### src/rtl/block_mean_scheduler.sv
// Ping-pong frame buffer for gamma-fixed block means, streamed as header + data bytes to the LED link.
// Handshake: a byte moves when tx_valid & tx_ready at a rising edge; outputs are held while tx_valid & !tx_ready.
module block_mean_scheduler #(
  parameter int         BLK_H    = 16,
  parameter int         BLK_V    = 8,
  parameter logic [7:0] HDR_BYTE = 8'hA5
) (
  input  logic       clk,
  input  logic       rst,
  input  logic       vs_i,
  input  logic [7:0] mean_i,
  input  logic       mean_valid_i,
  input  logic [5:0] block_v_i,
  output logic [7:0] tx_data,
  output logic       tx_valid,
  output logic       tx_last,
  input  logic       tx_ready,
  output logic       busy,
  output logic [7:0] drop_cnt,
  output logic       sync_err,
  output logic [1:0] o_dbg_state
);
  localparam int         N     = BLK_H * BLK_V;
  localparam int         MW    = $clog2(2 * N);
  localparam logic [8:0] N9    = 9'(N);
  localparam logic [8:0] H9    = 9'(BLK_H);
  localparam logic [7:0] LAST8 = 8'(N - 1);

  typedef enum logic [1:0] {
    ST_IDLE = 2'd0,
    ST_HDR  = 2'd1,
    ST_DATA = 2'd2
  } state_t;

  state_t r_state;
  state_t w_state_nxt;

  logic [7:0]    r_mem [0:2*N-1];
  logic          r_wbank;
  logic          r_vs;
  logic          r_frame_bad;
  logic          r_sync_err;
  logic [8:0]    r_wr_addr;
  logic [7:0]    r_rd_addr;
  logic [7:0]    r_drop_cnt;

  logic          w_vs_edge;
  logic          w_full;
  logic [8:0]    w_exp_row;
  logic          w_row_ok;
  logic          w_beat;
  logic          w_we;
  logic          w_err;
  logic [8:0]    w_addr_end;
  logic          w_complete;
  logic          w_swap;
  logic          w_last_addr;
  logic [MW-1:0] w_wr_idx;
  logic [MW-1:0] w_rd_idx;

  assign w_vs_edge  = vs_i & ~r_vs;
  assign w_full     = (r_wr_addr == N9);
  assign w_exp_row  = r_wr_addr / H9;
  assign w_row_ok   = ({3'b000, block_v_i} == w_exp_row);
  // Once a frame is marked bad its remaining beats are discarded silently.
  assign w_beat     = mean_valid_i & ~r_frame_bad;
  assign w_we       = w_beat & ~w_full & w_row_ok;
  assign w_err      = w_beat & (w_full | ~w_row_ok);
  assign w_addr_end = w_we ? (r_wr_addr + 9'd1) : r_wr_addr;
  assign w_complete = (w_addr_end == N9) & ~r_frame_bad & ~w_err;
  assign w_swap     = w_vs_edge & w_complete & (r_state == ST_IDLE);
  assign w_last_addr = (r_rd_addr == LAST8);

  // Bank W occupies the lower or upper half of r_mem; bank R is always the other half.
  assign w_wr_idx = r_wbank  ? (MW'(N) + MW'(r_wr_addr)) : MW'(r_wr_addr);
  assign w_rd_idx = ~r_wbank ? (MW'(N) + MW'(r_rd_addr)) : MW'(r_rd_addr);

  always_comb begin
    w_state_nxt = r_state;
    tx_valid    = 1'b0;
    tx_last     = 1'b0;
    tx_data     = 8'h00;
    case (r_state)
      ST_IDLE: begin
        if (w_swap) w_state_nxt = ST_HDR;
      end
      ST_HDR: begin
        tx_valid = 1'b1;
        tx_data  = HDR_BYTE;
        if (tx_ready) w_state_nxt = ST_DATA;
      end
      ST_DATA: begin
        tx_valid = 1'b1;
        tx_data  = r_mem[w_rd_idx];
        tx_last  = w_last_addr;
        if (tx_ready && w_last_addr) w_state_nxt = ST_IDLE;
      end
      default: w_state_nxt = ST_IDLE;
    endcase
  end

  always_ff @(posedge clk) begin
    if (rst) r_state <= ST_IDLE;
    else     r_state <= w_state_nxt;
  end

  always_ff @(posedge clk) begin
    if (rst) begin
      r_vs        <= 1'b0;
      r_wbank     <= 1'b0;
      r_wr_addr   <= 9'd0;
      r_rd_addr   <= 8'd0;
      r_frame_bad <= 1'b0;
      r_sync_err  <= 1'b0;
      r_drop_cnt  <= 8'd0;
    end else begin
      r_vs <= vs_i;
      if (w_err) r_sync_err <= 1'b1;
      // A beat landing on the vs edge cycle is already folded into w_complete.
      if (w_vs_edge) begin
        r_wr_addr   <= 9'd0;
        r_frame_bad <= 1'b0;
        if (w_swap) r_wbank <= ~r_wbank;
        else if (w_complete && (r_drop_cnt != 8'hFF)) r_drop_cnt <= r_drop_cnt + 8'd1;
      end else begin
        if (w_we)  r_wr_addr   <= r_wr_addr + 9'd1;
        if (w_err) r_frame_bad <= 1'b1;
      end
      if ((r_state == ST_HDR) && tx_ready) r_rd_addr <= 8'd0;
      else if ((r_state == ST_DATA) && tx_ready && !w_last_addr) r_rd_addr <= r_rd_addr + 8'd1;
    end
  end

  always_ff @(posedge clk) begin
    if (w_we && !rst) r_mem[w_wr_idx] <= mean_i;
  end

  assign busy        = (r_state != ST_IDLE);
  assign drop_cnt    = r_drop_cnt;
  assign sync_err    = r_sync_err;
  assign o_dbg_state = r_state;

endmodule

### config.mk
export PLATFORM = sky130hd
export DESIGN_NAME = block_mean_scheduler
export DESIGN_NICKNAME = d
export VERILOG_FILES = /design/src/rtl/block_mean_scheduler.sv
export SDC_FILE = /design/constraint.sdc
export NUM_CORES = 2
export LEC_CHECK = 0
export ABC_CLOCK_PERIOD_IN_PS = 4640
export BUFFER_PORTS_ARGS = -buffer_cell sky130_fd_sc_hd__buf_2
export CAP_MARGIN = 20
export CORE_MARGIN = 2
export CORE_UTILIZATION = 35
export CTS_BUF_LIST = sky130_fd_sc_hd__clkbuf_8 sky130_fd_sc_hd__clkbuf_16
export CTS_CLUSTER_DIAMETER = 120
export DETAILED_ROUTE_END_ITERATION = 6
export HOLD_SLACK_MARGIN = 0.02
export SETUP_SLACK_MARGIN = 0.4
export SLEW_MARGIN = 25
export SYNTH_ARGS = -nofsm -noshare
export SYNTH_HDL_FRONTEND = slang
export SYNTH_SLANG_ARGS = --single-unit
### constraint.sdc
create_clock -name clk -period 4.64 [get_ports clk]
set_input_delay 1.16 -clock clk [delete_from_list [all_inputs] [get_ports clk]]
set_output_delay 1.16 -clock clk [all_outputs]
set_load 0.05 [all_outputs]
== Word-level counts from Yosys, hierarchy flattened ==
Memory sizes are Yosys's and may differ from the RTL's.
Index checks and enable logic that the tools add are counted.

* Register bits: 31
* Bits in writable memories: 2048
* Word-level logic and storage cells: 69
* Memories kept: 1

{| class="wikitable"
|+ Memory list
! memory !! words !! bits a word !! read ports !! clocked after memory_dff !! write ports !! RTL line !! RTL
|-
| r_mem || 256 || 8 || 1 || 0 || 1 || 38 || <nowiki>logic [7:0] r_mem [0:2*N-1];</nowiki>
|}

* $add $sub $neg: 5
* Equality and inequality tests: 10
* Muxes and demuxes: 12
* Bitwise gates (word level): 17
* Reduce and logical (&&, ||, !) cells: 16

{| class="wikitable"
|+ Operators with widths
! operator !! number
|-
| $eq 9x8->1 const B || 2
|-
| $add 8x1->8 const B || 2
|-
| $add 8x8->8 const A || 2
|-
| $mux 8 || 2
|-
| $pmux 8 s2 || 1
|-
| $add 9x1->9 const B || 1
|-
| $and 1x1->1 || 9
|-
| $mux 9 || 1
|-
| $eq 8x7->1 const B || 1
|-
| $ne 8x8->1 const B || 1
|-
| $not 1->1 || 7
|-
| $eq 6x5->1 || 1
|-
| $logic_and 1x1->1 || 6
|-
| $mux 2 || 3
|-
| $ne 2x2->1 const B || 3
|-
| $pmux 2 s3 || 1
|-
| $reduce_and 3->1 || 2
|-
| $reduce_or 2->1 || 3
|-
| $mux 1 || 4
|-
| $eq 2x1->1 const B || 1
|-
| $eq 2x2->1 const B || 1
|-
| $logic_not 1->1 || 2
|-
| $logic_not 2->1 || 1
|-
| $reduce_and 2->1 || 1
|-
| 2 further kinds || 2
|}

== Depth between registers and ports, before layout ==
* Word-level depth: 12
* Depth in mapped cells: 12
* Depth with buffers taken out: 9

== Worst setup path before layout ==
Ideal clock, no wire load.

* Kind: register to output
* Start point: register r_rd_addr[0]
* End point: output port tx_data[3]
* Data arrival time: 3884 ps
* Required time: 3480 ps
* Slack: -404 ps
* Cell stages (with the launch flop): 12
* Buffers on the path: 5
* Cells stage by stage: dfxtp_1 buf_4 buf_6 buf_6 buf_6 buf_6 mux2i_1 a221oi_1 a21oi_1 o211ai_1 a31oi_1 o311ai_0

* Word-level cells in the longest chain between the ends: 4

{| class="wikitable"
|+ RTL lines
! what !! RTL line !! RTL
|-
| start, declared || 44 || <nowiki>logic [7:0] r_rd_addr;</nowiki>
|-
| start signal, assigned || 130 || <nowiki>else if ((r_state == ST_DATA) && tx_ready && !w_last_addr) r_rd_addr <= r_rd_addr + 8'd1;</nowiki>
|-
| $add 8x8->8 || 76 || <nowiki>assign w_rd_idx = ~r_wbank ? (MW'(N) + MW'(r_rd_addr)) : MW'(r_rd_addr);</nowiki>
|-
| $mux 8 * || 76 ||
|-
| $mem_v2 256x8 * || n/a ||
|-
| $pmux 8 s2 * || 83 || <nowiki>case (r_state)</nowiki>
|-
| end, declared || 14 || <nowiki>output logic [7:0] tx_data,</nowiki>
|}

Every way passes the cells marked *; elsewhere a longest branch is shown, timed or not.

== Worst setup path in the final report ==
* Start point: register r_rd_addr[0]
* End point: output port tx_data[0]

The elaborated chain is that of the path after synthesis.

==> reports/qor.yml <==
max_cap_viol_count: 0
place_inst: 7194
cts_tree: "built"
reg2reg_from: "r_wr_addr[6]$_SDFF_PP0_"
register_area_sq_um: 62140
drc: 0
syn-num-nets: 3824
area_growth_pct: 20.25
fp.dieArea_sq_um: 235700
violations: "negative setup slack"
final_cell_mix: "edfxtp_1, mux4_2, buf_4"
avgSynthCellArea_sq_um: 21.38
synth.distinct_cells: 76
fin_crit_sh_pct: 113.0
crit_start: "r_rd_addr[0]$_SDFFE_PP0P_"
clock_sinks: 2079
fillCellCount: 19850
start_util_pct: 35.23
netlist_area_sq_um: 81140
fin_ws_ns: -0.6013
finalSetupViolCount: 8
hold_buffers: 0
grt_max_degree: 144
ant_nets: 0
dp_hpwl_um: 137200
outcome: "finished with violations"
ff2ff_setup_slack_ns: 1.07
max_freq_ghz: 0.1908
p_leak_uw: 0.03074
final_layout_size_suffix_gt1_share_pct: 35.43
cts.clk_slew.worst_paths_ns: 0.06
fin_nets: 4480
ys_warn_count: 0
multi_input_area_sq_um: 18390
tightest_slew_ns: 1.052
grt_util_all_layers_pct: 18.42
synth_xor_area_share_pct: 0.2483
end_kind: "primary output"
htree_num_levels: 4
drtPass1Iterations: 5
die_x_um: 485.5
synth_compound_area_share_pct: 2.312
cts_buffers: 209
hold_path.class: "flip-flop to flip-flop"
critical_path.max_fanout: 8
crit_required_ns: 3.48
ys_ff_latch: 2079
io_buffers: 40
core.rowCount: 176
grt_pass1_vias: 41810
syn-instance-count: 3795
hold_viol_final: 0
rsz0062_at_grt: "true"
place.gp.congestion: 0.8348
grt_overflow: 0
tns_ns: -3.969
ir_drop_mv: 0.3564
async_reset_ff_share_pct: 0
worstSetupStartpointType: "flip-flop"
first_iter_violations: 4945
wl_per_cell_um: 28.61
synthMuxAreaShare_pct: 16.47
io_pins: 41
worstSetupEndpoint: "tx_data[0]"
cp.arrival_ns: 4.08
crit_type: "flip-flop to primary output"
grt_pass1_wl_um: 312900
synth-simple-area-share_pct: 2.703
viasPerCell: 5.447
worstRegToRegCells: 8
final_common_cell: "edfxtp_1"
min_period_ns: 5.241
clock_skew_ns: 0.04351
ys.flop_type: "edfxtp_1"
vias: 41720
synth_edf_count: 2048
wl_um: 219100
synth_top_family_by_area: "multiplexers"
root_buffer: "clkbuf_16"
synth_adder_area_share_pct: 0.1542
core_sq_um: 230300
rr_endpoint: "r_mem[104][3]$_DFFE_PP_"
fp.dieH_um: 485.5
powerDensity_nw_per_um2: 386.4
antenna_found_initial: 2
clk_latency_ns: 0.87
yosysSeqAreaShare_pct: 76.56
clock_path_buffers: 3
fin_cells: 7659
slew_headroom_pct: 29.87
final_max_slew_viol_count: 0
==> metal layers <==
layer  up-vias  track usage, %  wire [um]
met1     22440           25.20      89270
met4         0           5.987       7308
met2      1745           30.06     106700
met5         -               0          0
li1      17210               -          -
met3       322           3.127      15830
==> critical path, stage by stage, from the launching register on <==
cell	delay [ns]
dfxtp_4	0.38
buf_12	0.13
buf_12	0.15
buf_16	0.14
buf_6	0.09
mux4_2	0.47
mux4_2	0.55
a221o_1	0.40
a21oi_2	0.14
buf_6	0.15
a211o_1	0.15
nand3_4	0.12
buf_6	0.18
buf_12	0.14
==> state kept, by name, indices dropped and copies added, names as in the netlist <==
register,flops
drop_cnt,8
o_dbg_state,2
r_frame_bad,1
r_mem,2048
r_rd_addr,8
r_vs,1
r_wbank,1
r_wr_addr,9
sync_err,1
==> area by class of cell <==
type | count | share of cell area, %
antenna | 1 | 0.002565
multi-input combinational | 1468 | 18.85
inverter | 23 | 0.1013
timing repair buffer | 670 | 6.488
tap | 3026 | 3.881
clock buffer | 213 | 5.429
sequential | 2079 | 63.69
clock inverter | 179 | 1.558
==> metrics by stage <==
stage	area, sq um	hold slack (ns)	power (uW)	util, %	worst slack, ns
5_1_grt	97560	0.5276	38750	42.36	-0.6742
3_5_place_dp	89110	0.4609	21390	38.69	-0.2313
6_report	97560	0.4654	37700	42.36	-0.6013
4_1_cts	97380	0.4750	38010	42.28	-0.6314
3_3_place_gp	89110	0.4536	21370	38.69	-0.2454
2_1_floorplan	81160	0.4591	21040	-	0.1917
==> power breakdown <==
group / total, uW / switching (uW) / leakage (uW) / internal [uW]
clock network: 16700 / 7250 / 0.00348 / 9470
registers: 20600 / 0.792 / 0.0187 / 20600
logic: 371 / 328 / 0.00861 / 43.5
==> synthesized netlist by cell type, drive strengths merged (7+ instances only) <==
cell type / number / area [sq um]
edfxtp: 2048 / 61500
mux4: 540 / 12160
nor2: 305 / 1145
clkbuf: 116 / 436.7
mux2i: 116 / 1165
buf: 109 / 739.5
nand2: 91 / 341.6
a21oi: 64 / 320.3
a22oi: 40 / 300.3
o21ai: 37 / 185.2
nand3: 35 / 175.2
dfxtp: 31 / 620.6
inv: 21 / 78.83
a221oi: 19 / 166.4
o221ai: 18 / 157.7
nor2b: 16 / 100.1
o22ai: 14 / 87.58
xor2: 12 / 105.1
a211oi: 11 / 82.58
xnor2: 11 / 96.34
ha: 10 / 125.1
nor3: 10 / 55.05
a31oi: 7 / 43.79
and3: 7 / 43.79
o311ai: 7 / 78.83
==> how the worst min path moves through the flow <==
stage | slack [ns] | end | start | depth (start not counted)
after floorplan | 0.46 | r_frame_bad$_SDFFE_PP0P_ | r_frame_bad$_SDFFE_PP0P_ | 2
after global placement | 0.45 | sync_err$_SDFFE_PP0P_ | sync_err$_SDFFE_PP0P_ | 2
after detailed placement | 0.46 | sync_err$_SDFFE_PP0P_ | sync_err$_SDFFE_PP0P_ | 2
after CTS | 0.47 | sync_err$_SDFFE_PP0P_ | sync_err$_SDFFE_PP0P_ | 2
after global routing | 0.53 | sync_err$_SDFFE_PP0P_ | sync_err$_SDFFE_PP0P_ | 2
final | 0.47 | sync_err$_SDFFE_PP0P_ | sync_err$_SDFFE_PP0P_ | 2
==> logic make-up after synthesis <==
logic type,Yosys count
and+or+nand+nor,508
buffers and inverters,248
muxes,659
xor gates and xnor gates,23
DFF,2079
adders and majority gates,10
AOI/OAI and AO/OA,268
==> timing repair <==
| action | in CTS | in global routing |
|---|---|---|
| pin swaps | 34 | 13 |
| endpoints found under the setup margin | 9 | 9 |
| hold endpoints to repair | 0 | 0 |
| cloned | 10 | 1 |
| resized for setup | 148 | 26 |
| buffers inserted | 57 | 3 |
(Power assumes the default switching activity.)
